File: src/rtl/mux21_arbiter_pkg.sv
// Shared types and limits for the 2:1 arbitrated mux.
// Holds the FSM state enum and the hold-count range.
package mux21_arb_pkg;

  typedef enum logic [1:0] {
    IDLE = 2'd0,
    GNT0 = 2'd1,
    GNT1 = 2'd2
  } state_e;

  localparam int MAX_HOLD_LIMIT = 15;
  localparam int CNT_W = 4;

endpackage

File: src/rtl/mux21_arbiter_if.sv
// Requester/downstream bundle of the 2:1 arbitrated mux.
// master: requesters+sink side; slave: arbiter side.
interface mux21_arbiter_if #(
  parameter int DATA_WIDTH = 8
);
  logic                  req0;
  logic                  req1;
  logic [DATA_WIDTH-1:0] data0;
  logic [DATA_WIDTH-1:0] data1;
  logic                  gnt0;
  logic                  gnt1;
  logic                  sel;
  logic [DATA_WIDTH-1:0] out_data;
  logic                  out_valid;
  logic                  out_ready;
  logic                  busy;

  modport master (
    output req0, req1, data0, data1, out_ready,
    input  gnt0, gnt1, sel, out_data, out_valid, busy
  );

  modport slave (
    input  req0, req1, data0, data1, out_ready,
    output gnt0, gnt1, sel, out_data, out_valid, busy
  );
endinterface

File: src/rtl/mux21_arbiter_datapath.sv
// Unbuffered 2:1 data select: sel=0 -> data0, sel=1 -> data1.
// Ports: sel, data0, data1 in; out_data out.
module mux21_datapath #(
  parameter int DATA_WIDTH = 8
) (
  input  logic                  sel,
  input  logic [DATA_WIDTH-1:0] data0,
  input  logic [DATA_WIDTH-1:0] data1,
  output logic [DATA_WIDTH-1:0] out_data
);
  assign out_data = sel ? data1 : data0;
endmodule

File: src/rtl/mux21_arbiter.sv
// Two-requester arbiter driving a shared 2:1 mux, with a per-grant
// beat limit (MAX_HOLD) and round-robin contention resolution.
// Ports: clk, rst_n (async, active-low), bus (mux21_arbiter_if.slave).
// Build option: MUX21_ARB_FIXED_PRIO_EN makes req0 always win.
module mux21_arbiter
  import mux21_arb_pkg::*;
#(
  parameter int DATA_WIDTH = 8,
  parameter int MAX_HOLD   = 4
) (
  input  logic            clk,
  input  logic            rst_n,
  mux21_arbiter_if.slave  bus
);

  localparam int HOLD =
    (MAX_HOLD > MAX_HOLD_LIMIT) ? MAX_HOLD_LIMIT :
    (MAX_HOLD < 1) ? 1 : MAX_HOLD;
  localparam logic [CNT_W-1:0] LAST_CNT = CNT_W'(HOLD - 1);

  state_e           state;
  state_e           nxt;
  state_e           rel0_tgt;
  state_e           rel1_tgt;
  logic [CNT_W-1:0] cnt;
  logic             last_gnt;
  logic             enter;
  logic             prefer0;
  logic             beat;
  logic             hold_done;
  logic             g0_q;
  logic             g1_q;
  logic             busy_q;

  assign bus.gnt0      = g0_q;
  assign bus.gnt1      = g1_q;
  assign bus.sel       = g1_q;
  assign bus.busy      = busy_q;
  assign bus.out_valid = (g0_q & bus.req0) | (g1_q & bus.req1);

  assign beat      = bus.out_valid & bus.out_ready;
  assign hold_done = beat && (cnt == LAST_CNT);

`ifdef MUX21_ARB_FIXED_PRIO_EN
  // req0 wins every decision, including re-grant on its own release.
  assign prefer0  = 1'b1;
  assign rel0_tgt = bus.req0 ? GNT0 : (bus.req1 ? GNT1 : IDLE);
  assign rel1_tgt = bus.req0 ? GNT0 : (bus.req1 ? GNT1 : IDLE);
`else
  // last_gnt=1 means req1 held the bus last, so req0 goes next.
  assign prefer0  = last_gnt;
  assign rel0_tgt = bus.req1 ? GNT1 : IDLE;
  assign rel1_tgt = bus.req0 ? GNT0 : IDLE;
`endif

  always_comb begin
    nxt   = state;
    enter = 1'b0;
    unique case (state)
      IDLE: begin
        if (bus.req0 && (!bus.req1 || prefer0)) begin
          nxt   = GNT0;
          enter = 1'b1;
        end else if (bus.req1) begin
          nxt   = GNT1;
          enter = 1'b1;
        end
      end
      GNT0: begin
        if (!bus.req0 || hold_done) begin
          nxt   = rel0_tgt;
          enter = (rel0_tgt != IDLE);
        end
      end
      GNT1: begin
        if (!bus.req1 || hold_done) begin
          nxt   = rel1_tgt;
          enter = (rel1_tgt != IDLE);
        end
      end
      default: nxt = IDLE;
    endcase
  end

  always_ff @(posedge clk or negedge rst_n) begin
    if (!rst_n) begin
      state    <= IDLE;
      cnt      <= '0;
      last_gnt <= 1'b1;
      g0_q     <= 1'b0;
      g1_q     <= 1'b0;
      busy_q   <= 1'b0;
    end else begin
      state  <= nxt;
      g0_q   <= (nxt == GNT0);
      g1_q   <= (nxt == GNT1);
      busy_q <= (nxt != IDLE);
      if (enter) begin
        cnt      <= '0;
        last_gnt <= (nxt == GNT1);
      end else if (beat) begin
        cnt <= cnt + 1'b1;
      end
    end
  end

  mux21_datapath #(
    .DATA_WIDTH (DATA_WIDTH)
  ) u_dp (
    .sel      (g1_q),
    .data0    (bus.data0),
    .data1    (bus.data1),
    .out_data (bus.out_data)
  );

endmodule

File: src/flat_wrapper.sv
// flat-port wrapper written by rule: the top's interface ports become plain ports
module mux21_arbiter_flat import mux21_arb_pkg::*;
#(
  parameter int DATA_WIDTH = 8,
  parameter int MAX_HOLD   = 4
)
  (clk, rst_n, bus_req0, bus_req1, bus_data0, bus_data1, bus_out_ready, bus_gnt0, bus_gnt1, bus_sel, bus_out_data, bus_out_valid, bus_busy);
  mux21_arbiter_if #(.DATA_WIDTH(DATA_WIDTH)) bus_i ();
  input  logic clk;
  input  logic rst_n;
  input wire logic [$bits(bus_i.req0)-1:0] bus_req0;
  input wire logic [$bits(bus_i.req1)-1:0] bus_req1;
  input wire logic [$bits(bus_i.data0)-1:0] bus_data0;
  input wire logic [$bits(bus_i.data1)-1:0] bus_data1;
  input wire logic [$bits(bus_i.out_ready)-1:0] bus_out_ready;
  output wire logic [$bits(bus_i.gnt0)-1:0] bus_gnt0;
  output wire logic [$bits(bus_i.gnt1)-1:0] bus_gnt1;
  output wire logic [$bits(bus_i.sel)-1:0] bus_sel;
  output wire logic [$bits(bus_i.out_data)-1:0] bus_out_data;
  output wire logic [$bits(bus_i.out_valid)-1:0] bus_out_valid;
  output wire logic [$bits(bus_i.busy)-1:0] bus_busy;
  assign bus_i.req0 = bus_req0;
  assign bus_i.req1 = bus_req1;
  assign bus_i.data0 = bus_data0;
  assign bus_i.data1 = bus_data1;
  assign bus_i.out_ready = bus_out_ready;
  assign bus_gnt0 = bus_i.gnt0;
  assign bus_gnt1 = bus_i.gnt1;
  assign bus_sel = bus_i.sel;
  assign bus_out_data = bus_i.out_data;
  assign bus_out_valid = bus_i.out_valid;
  assign bus_busy = bus_i.busy;
  mux21_arbiter #(.DATA_WIDTH(DATA_WIDTH), .MAX_HOLD(MAX_HOLD)) u_core (.clk(clk), .rst_n(rst_n), .bus(bus_i));
endmodule
File: config.mk
export PLATFORM = sky130hd
export DESIGN_NAME = mux21_arbiter_flat
export DESIGN_NICKNAME = d
export VERILOG_FILES = /design/src/rtl/mux21_arbiter_pkg.sv /design/src/rtl/mux21_arbiter_if.sv /design/src/rtl/mux21_arbiter_datapath.sv /design/src/rtl/mux21_arbiter.sv /design/src/flat_wrapper.sv
export SDC_FILE = /design/constraint.sdc
export NUM_CORES = 1
export LEC_CHECK = 0
export BUFFER_PORTS_ARGS = -buffer_cell sky130_fd_sc_hd__buf_2
export CAP_MARGIN = 25
export CORE_MARGIN = 4
export CORE_UTILIZATION = 47
export DETAILED_ROUTE_END_ITERATION = 6
export HOLD_SLACK_MARGIN = 0.15
export PLACE_DENSITY = 0.86
export SKIP_CTS_REPAIR_TIMING = 1
export SLEW_MARGIN = 0
export SYNTH_ARGS = -nofsm -noshare
export SYNTH_HDL_FRONTEND = slang
export SYNTH_SLANG_ARGS = --single-unit
File: constraint.sdc
create_clock -name clk -period 2.69 [get_ports clk]
set_input_delay 0.1345 -clock clk [delete_from_list [all_inputs] [get_ports clk]]
set_output_delay 0.1345 -clock clk [all_outputs]
set_load 0.02 [all_outputs]
==> flow_metrics.env <==
export IMPL_drc_errors=0
export IMPL_clkLatencyLatePin_ps=270
export IMPL_dieHeight_um=45.7
export IMPL_seqPwrFrac_pct=37.5
export IMPL_hold_path_end="u_core.cnt[1]$_DFFE_PN0P_"
export IMPL_cp_max_fo=11
export IMPL_power_switching_mw=0.299
export IMPL_grt_first_pass_wirelength_mm=2.48
export IMPL_yosysTopAreaCell="dfrtp_1"
export IMPL_cp_end_kind="flop"
export IMPL_dieArea_um2=2090
export IMPL_clock_path_buffers=2
export IMPL_seq_area_frac_synth_pct=37.6
export IMPL_diodes=0
export IMPL_place_area_um2=822
export IMPL_antenna_left=0
export IMPL_max_freq_ghz=0.589
export IMPL_stdcell_area_um2=858
export IMPL_tns_ps=0
export IMPL_numClockSinks=10
export IMPL_ys_ff_latch=10
export IMPL_setup_viol=0
export IMPL_nNetsFinal=123
export IMPL_fin_util_pct=65.1
export IMPL_clockPowerShare_pct=15.4
export IMPL_p_total_mw=0.698
export IMPL_cp_required_ps=2820
export IMPL_grt_max_degree=12
export IMPL_vias=629
export IMPL_synth_top_area_share_pct=33.7
export IMPL_io_pins=34
export IMPL_worstReg2RegEnd="u_core.cnt[3]$_DFFE_PN0P_"
export IMPL_fin_crit_sh_pct=63.1
export IMPL_syn_nets=88
export IMPL_synth_avg_cell_area_um2=10.1
export IMPL_hold_path_class="in -> reg"
export IMPL_grt_pass1_vias=613
export IMPL_drive_gt1_share_pct=50.0
export IMPL_arrival_ps=1830
export IMPL_multi_input_area_um2=372
export IMPL_vdd_ir_drop_worst_uv=468
export IMPL_worst_hold_slack_ps=167
export IMPL_routabilityCongestion=0.907
export IMPL_first_pass_iters=4
export IMPL_ys_warn_count=0
export IMPL_power_density_nw_per_um2=813
export IMPL_antenna_found_initial=0
export IMPL_tightest_slew_ps=374
export IMPL_combinationalPowerShare_pct=47.1
export IMPL_hp_start="bus_out_ready"
export IMPL_p_int_mw=0.399
export IMPL_drtIter0Drc=6
export IMPL_initial_core_util_pct=50.7
export IMPL_worst_r2r_path_depth=4
export IMPL_async_flop_share_pct=100
export IMPL_std_cell_rows=13
export IMPL_cts_root_buf="clkbuf_4"
export IMPL_yosys_most_used_dff="dfrtp_1"
export IMPL_cts_buffers=3
export IMPL_place_hpwl_mm=1.33
export IMPL_crit_path_start_kind="flop"
export IMPL_synthTopCellsByCount="dfrtp_1, mux2_2, a21oi_1"
export IMPL_synth_edf_count=0
export IMPL_placement_io_buffers=33
export IMPL_wl_per_cell_um=14.0
export IMPL_die_x_um=45.7
export IMPL_wl_mm=1.61
export IMPL_grt_util_met2_pct=31.8
export IMPL_max_slew_margin_pct=75.1
export IMPL_clkTransAtPathRegs_ps=70
export IMPL_ff2ff_setup_slack_ps=990
export IMPL_p_sw_share_pct=42.8
export IMPL_synth_distinct_cells=27
export IMPL_regArea_um2=251
export IMPL_grtUsageTotal_pct=16.8
export IMPL_gr_usage_met1_pct=16.3
export IMPL_core_area_um2=1320
export IMPL_slew_viol_final=0
export IMPL_leakage_nw=0.430
export IMPL_synthesis_instances=66
export IMPL_fin_skew_ps=10.8
export IMPL_area_growth_pct=28.5
export IMPL_h_tree_depth=1
export IMPL_fin_crit_ps=1700
export IMPL_rsz0062_at_grt="false"
export IMPL_busiest_layer="met2"
export IMPL_synth_top_cells_by_area="dfrtp_1, mux2_2, dfstp_2"
export IMPL_r2r_start="u_core.bus.gnt1$_DFF_PN0_"
export IMPL_min_path_cells=3
export IMPL_synth_area_um2=668
export IMPL_cap_violations=0
export IMPL_nFillCells=120
export IMPL_status="finished clean"
export IMPL_hold_viol_final=0
export IMPL_cts_tree="yes"
export IMPL_critPathKind="reg -> reg"
export IMPL_drt_vias_per_instance=5.47
export IMPL_yosysMostFrequentCell="dfrtp_1"
export IMPL_overflow=0
export IMPL_use_met3_pct=8.30
[registers in the layout (all words and copies together), names as in the netlist]
register and flops:
u_core.state 2, u_core.bus.busy 1, u_core.cnt 4, u_core.bus.gnt1 1
u_core.bus.gnt0 1, u_core.last_gnt 1
[through the flow]
stage	instances	setup WS [ps]
after global routing	115	903
final	115	994
after global placement	110	1080
after CTS	114	988
after floorplan	66	1140
after detailed placement	110	1000
[layout by cell type (no fill, tap or decap), types with 2 or more instances in the layout]
cell,n
a21oi_1,5
a22o_1,2
a32o_1,2
buf_2,33
clkbuf_4,3
dfrtp_1,9
inv_1,4
mux2_2,8
nand2_1,4
nand3_1,3
nor2_1,3
nor2b_1,2
o21ai_0,4
o32ai_1,2
xor2_1,3
[power by group through the flow]
stage	clock network [mW]	registers [mW]	logic, mW
after CTS	0.110	0.260	0.330
final	0.108	0.261	0.329
after detailed placement	0	0.262	0.329
after global routing	0.122	0.267	0.362
after floorplan	0	0.245	0.265
after global placement	0	0.258	0.319
[layout make-up]
class	count	area share, %
multi-input cells	48	43.3
flip-flops and latches	10	29.3
repair buffers	34	20.4
clock buffers	4	3.06
well taps	15	2.19
inverters	4	1.75
[metal layers]
metal  up-vias  part of all wire [%]
li1        310                     -
met1       308                    36
met2        11                    59
met3         0                   5.0
met4         0                     0
met5         -                     0
[worst max-delay path by stage]
stage	startpoint	to	slack, ps
final	u_core.bus.gnt1$_DFF_PN0_	u_core.cnt[3]$_DFFE_PN0P_	990
after global routing	u_core.bus.gnt1$_DFF_PN0_	u_core.cnt[3]$_DFFE_PN0P_	900
after floorplan	u_core.bus.gnt1$_DFF_PN0_	u_core.cnt[0]$_DFFE_PN0P_	1140
after detailed placement	u_core.bus.gnt1$_DFF_PN0_	u_core.cnt[3]$_DFFE_PN0P_	1000
after global placement	u_core.bus.gnt1$_DFF_PN0_	u_core.cnt[3]$_DFFE_PN0P_	1080
after CTS	u_core.bus.gnt1$_DFF_PN0_	u_core.cnt[3]$_DFFE_PN0P_	990
[cells by family after synthesis]
logic type | after synthesis | synth area share (%)
AO/OA/AOI/OAI | 20 | 22.5
AND/OR/NAND/NOR | 16 | 13.9
flip-flops | 10 | 37.6
buffers and inverters | 8 | 6.74
multiplexers | 8 | 13.5
XOR/XNOR | 3 | 3.93
adder cells (fa/ha/maj) | 1 | 1.87
[worst max-delay path, stage by stage, from the launching register on]
cell and delay, ps:
dfrtp_1 570, a22o_1 410, nand2_4 110, a311oi_2 380, nor2_1 100
No activity file was read; power rests on OpenSTA's default activity.
